--- src/rtl/dmem_arbiter.sv ---
// Data-RAM arbiter: the CPU load/store port and the debug/loader port share one RAM.
// The CPU has priority, but a starvation limit forces a single debug beat in.
module dmem_arbiter #(
    parameter int AW           = 10,
    parameter int DW           = 10,
    parameter int STARVE_LIMIT = 4,
    parameter int SCW          = 16
) (
    input  logic           clk,
    input  logic           rst_n,

    input  logic           cpu_req,
    input  logic           cpu_we,
    input  logic [AW-1:0]  cpu_addr,
    input  logic [DW-1:0]  cpu_wdata,
    output logic [DW-1:0]  cpu_rdata,
    output logic           cpu_stall,

    input  logic           dbg_req,
    input  logic           dbg_we,
    input  logic [AW-1:0]  dbg_addr,
    input  logic [DW-1:0]  dbg_wdata,
    output logic [DW-1:0]  dbg_rdata,
    output logic           dbg_done,

    output logic           ram_we,
    output logic [AW-1:0]  ram_addr,
    output logic [DW-1:0]  ram_wdata,
    input  logic [DW-1:0]  ram_rdata,

    output logic [SCW-1:0] stall_cnt
);

    localparam int            CW       = $clog2(STARVE_LIMIT) + 1;
    localparam logic [CW-1:0] CNT_LAST = CW'(STARVE_LIMIT - 1);

    typedef enum logic {
        OWN_CPU = 1'b0,
        OWN_DBG = 1'b1
    } owner_e;

    owner_e         owner_q, owner_d;
    logic [CW-1:0]  cnt_q, cnt_d;
    logic [SCW-1:0] stall_cnt_q, stall_cnt_d;
    logic           conflict;

    // Both ports see the RAM unconditionally; consumers qualify with stall/done.
    assign cpu_rdata = ram_rdata;
    assign dbg_rdata = ram_rdata;
    assign stall_cnt = stall_cnt_q;

    // Forcing the strobes low during reset aborts an in-flight beat before the edge.
    always_comb begin
        // NOTE: every signal gets a default at the top so no path leaves it unassigned (no latch).
        ram_addr  = cpu_addr;
        ram_wdata = cpu_wdata;
        ram_we    = cpu_req & cpu_we;
        cpu_stall = 1'b0;
        dbg_done  = 1'b0;
        if (owner_q == OWN_DBG) begin
            ram_addr  = dbg_addr;
            ram_wdata = dbg_wdata;
            ram_we    = dbg_req & dbg_we;
            dbg_done  = dbg_req;
            cpu_stall = cpu_req;
        end
        if (!rst_n) begin
            ram_we    = 1'b0;
            cpu_stall = 1'b0;
            dbg_done  = 1'b0;
        end
    end

    // A debug grant lasts exactly one beat, so the DBG owner always hands back.
    always_comb begin
        conflict    = cpu_req & dbg_req;
        owner_d     = OWN_CPU;
        cnt_d       = '0;
        stall_cnt_d = stall_cnt_q;
        if (owner_q == OWN_CPU) begin
            if (dbg_req && (!cpu_req || cnt_q == CNT_LAST)) begin
                owner_d = OWN_DBG;
            end else if (conflict) begin
                cnt_d = cnt_q + CW'(1);
            end
        end
        if (cpu_stall && (stall_cnt_q != '1)) begin
            stall_cnt_d = stall_cnt_q + SCW'(1);
        end
    end

    // NOTE: state flops use non-blocking assignments so all of them update together at the edge.
    always_ff @(posedge clk or negedge rst_n) begin
        if (!rst_n) begin
            owner_q     <= OWN_CPU;
            cnt_q       <= '0;
            stall_cnt_q <= '0;
        end else begin
            owner_q     <= owner_d;
            cnt_q       <= cnt_d;
            stall_cnt_q <= stall_cnt_d;
        end
    end

endmodule

--- config.mk ---
export PLATFORM = sky130hd
export DESIGN_NAME = dmem_arbiter
export DESIGN_NICKNAME = d
export VERILOG_FILES = /design/src/rtl/dmem_arbiter.sv
export SDC_FILE = /design/constraint.sdc
export NUM_CORES = 1
export LEC_CHECK = 0
export ABC_AREA = 1
export CAP_MARGIN = 15
export CORE_UTILIZATION = 38
export CTS_BUF_LIST = sky130_fd_sc_hd__clkbuf_8
export DETAILED_ROUTE_END_ITERATION = 7
export PLACE_DENSITY = 0.87
export REMOVE_ABC_BUFFERS = 1
export SYNTH_ARGS = -nofsm -noshare
export SYNTH_HDL_FRONTEND = slang
export SYNTH_SLANG_ARGS = --single-unit
--- constraint.sdc ---
create_clock -name clk -period 3.6 [get_ports clk]
set_input_delay 0.36 -clock clk [delete_from_list [all_inputs] [get_ports clk]]
set_output_delay 0.36 -clock clk [all_outputs]
set_load 0.005 [all_outputs]
==> impl_metrics.ini <==
[synthesis]
syn_area_um2 = 1590
synth_area_per_cell_um2 = 6.20
seq_area_frac_synth_pct = 31.5
ys_seq_elements = 20
ys_types = 17
synth_cells = 256
yosysTopAreaCell = dfrtp_1
synth_area_leaders = dfrtp_1, nand2_1, buf_4, nor2_1, inv_1
ys_warn_count = 0
yosysTopAreaCellShare_pct = 31.5

[cts]
cts_setup_buffers = 0
cts_buffer_depth = 2
clkSlewWorstSetupHoldPaths_ps = 80
clock_latency_ps = 260
clkSinkCount = 20
cts_tree = done
cts-hold-fix-buffers = 0
htreeDepth = 1
numCtsBuffers = 3
cts_root_buf = clkbuf_8
cts_resized = 0

[placement]
preCtsSetupSlack_ps = 1140
io_buffers = 84
placed_cells = 365
dp_hpwl_um = 3650
place_congestion = 0.811

[sta]
setup_viol = 0
grt_setup_unrepaired = false
setup_tns_ps = 0
finalHoldViolations = 0
fmax_mhz = 363
maxSlewHeadroom_pct = 58.0
worst_slack_ps = 847
min_period_ps = 2750
drv_slew = 0
final.period_utilization_pct = 76.5
tightest_slew_ps = 630
fin_worst_skew_ps = 8.82

[floorplanning]
core-area_um2 = 4000
rows = 23
die_w_um = 66.6
io_pins = 115
initial_utilization_pct = 39.7
die_area_um2 = 4440
die_h_um = 66.6

[power]
pwr-share-clk_pct = 30.6
power_switching_mw = 0.196
power_mw = 0.736
p_leak_nw = 1.15
seqPwrFrac_pct = 38.5
p_comb_share_pct = 30.9
power_density_nw_per_um2 = 309
internal_power_mw = 0.540
p_sw_share_pct = 26.6
worst_ir_drop_vdd_uv = 243

[setup_path]
critPathLaunch = owner_q
r2r_cells = 7
worstPathArrival_ps = 2390
endpoint = ram_we
crit_required_ps = 3240
r2r-start = owner_q
endpoint_kind = primary output
critPathMaxFanout = 24
r2r_end = stall_cnt[15]
critPathKind = register to primary output
crit_path_start_kind = register
rrSetupSlack_ps = 1280

[route]
num_vias = 1751
viasPerCell = 4.75
drt_first_pass_iters = 4
drt_drc_violations_left = 0
ant_nets = 0
wl_per_cell_um = 12.6
drt_iter0_drc = 71
wirelength_um = 4640

[global_routing]
antenna_found_initial = 0
use_met3_pct = 7.36
overflow = 0
grt_pass1_vias = 1628
met1_usage_pct = 23.3
grt_pass1_wl_um = 7170
grt_usage_pct = 21.6
grtUsageMet2_pct = 38.0
grt_max_degree = 25
grt_busiest_layer = met2

[hold_path]
hold_depth = 1
hold_path.class = register to register

[cells_and_area]
utilization_pct = 59.6
fill_cells = 367
antenna_cells = 0
final_net_count = 379
layout-drive-gt1-share_pct = 3.13
stdcell_count = 369
area_growth_pct = 50.0

[status]
outcome = finished clean

[flow_run]
maxCapViolCount = 0
## power by group through the flow
stage                     clock, mW  combinational [mW]  sequential (mW)
after floorplan                   0              0.0749            0.282
after global placement            0               0.223            0.287
after detailed placement          0               0.229            0.287
after CTS                     0.230               0.231            0.283
after global routing          0.240               0.253            0.289
final                         0.225               0.227            0.283
## stage by stage
stage          cell area, um2  hold slack, ps
6_report                 2380             438
5_1_grt                  2380             472
4_1_cts                  2380             441
3_5_place_dp             2310             430
3_3_place_gp             2310             420
2_1_floorplan            1400            64.4
## kinds of logic after synthesis
group,count (synthesis),share of synthesized area [%]
and+or+nand+nor,169,42.5
buffers and inverters,49,17.3
DFF,20,31.5
AOI/OAI and AO/OA,8,2.52
xor gates and xnor gates,7,3.86
adders and majority gates,3,2.36
## cell usage after synthesis
library cell and count:
nor2_4 1, nor2_1 24, nor3_1 2, inv_2 3, o21ai_0 8, nand4_1 3, nand3_1 8, dfrtp_1 20
ha_1 3, buf_4 20, clkbuf_1 4, buf_6 2, nor3_4 1, nand2_1 130, xor2_1 5, inv_1 20
xnor2_1 2
## worst min-delay path by stage
| stage | from | endpoint | slack (ps) |
|---|---|---|---|
| after floorplan | rst_n | cnt_q[0] | 60 |
| after global placement | cnt_q[0] | cnt_q[0] | 420 |
| after detailed placement | cnt_q[0] | cnt_q[0] | 430 |
| after CTS | cnt_q[0] | cnt_q[0] | 440 |
| after global routing | cnt_q[0] | cnt_q[0] | 470 |
| final | cnt_q[0] | cnt_q[0] | 440 |
## metal layers
| metal | wire (um) | share of wire (%) | vias to the layer above |
|---|---|---|---|
| met1 | 1820 | 39 | 781 |
| met4 | 58 | 1.2 | 0 |
| li1 | - | - | 879 |
| met3 | 543 | 12 | 5 |
| met2 | 2220 | 48 | 86 |
| met5 | 0 | 0 | - |
## state kept, by name (all words and copies together), names as in the netlist
register	cells
stall_cnt	16
cnt_q	3
owner_q	1
## layout by cell type (no fill, tap or decap), drive strengths merged
cell	netlist	final
xor2	5	5
nand2	130	130
dfrtp	20	20
clkdlybuf4s50	0	84
bufinv	0	1
ha	3	3
inv	23	23
buf	22	1
o21ai	8	8
clkbuf	4	3
xnor2	2	2
nand3	8	8
nor3	3	3
nand4	3	3
nor2	25	25
## critical path, stage by stage (launching register included)
cell and delay [ps]:
dfrtp_1 750, inv_2 340, nor3_1 310, nand2_1 70, o21ai_0 100, clkdlybuf4s50_1 540
## final cells by class
| class | instances | area (um2) | share of cell area [%] |
|---|---|---|---|
| timing repair buffer | 85 | 848 | 35.6 |
| multi-input combinational | 187 | 813 | 34.1 |
| sequential | 20 | 500 | 21.0 |
| inverter | 23 | 86.3 | 3.62 |
| tap | 50 | 62.6 | 2.63 |
| clock buffer | 3 | 41.3 | 1.73 |
| clock inverter | 1 | 30.0 | 1.26 |
No activity file was read; power rests on OpenSTA's default activity.
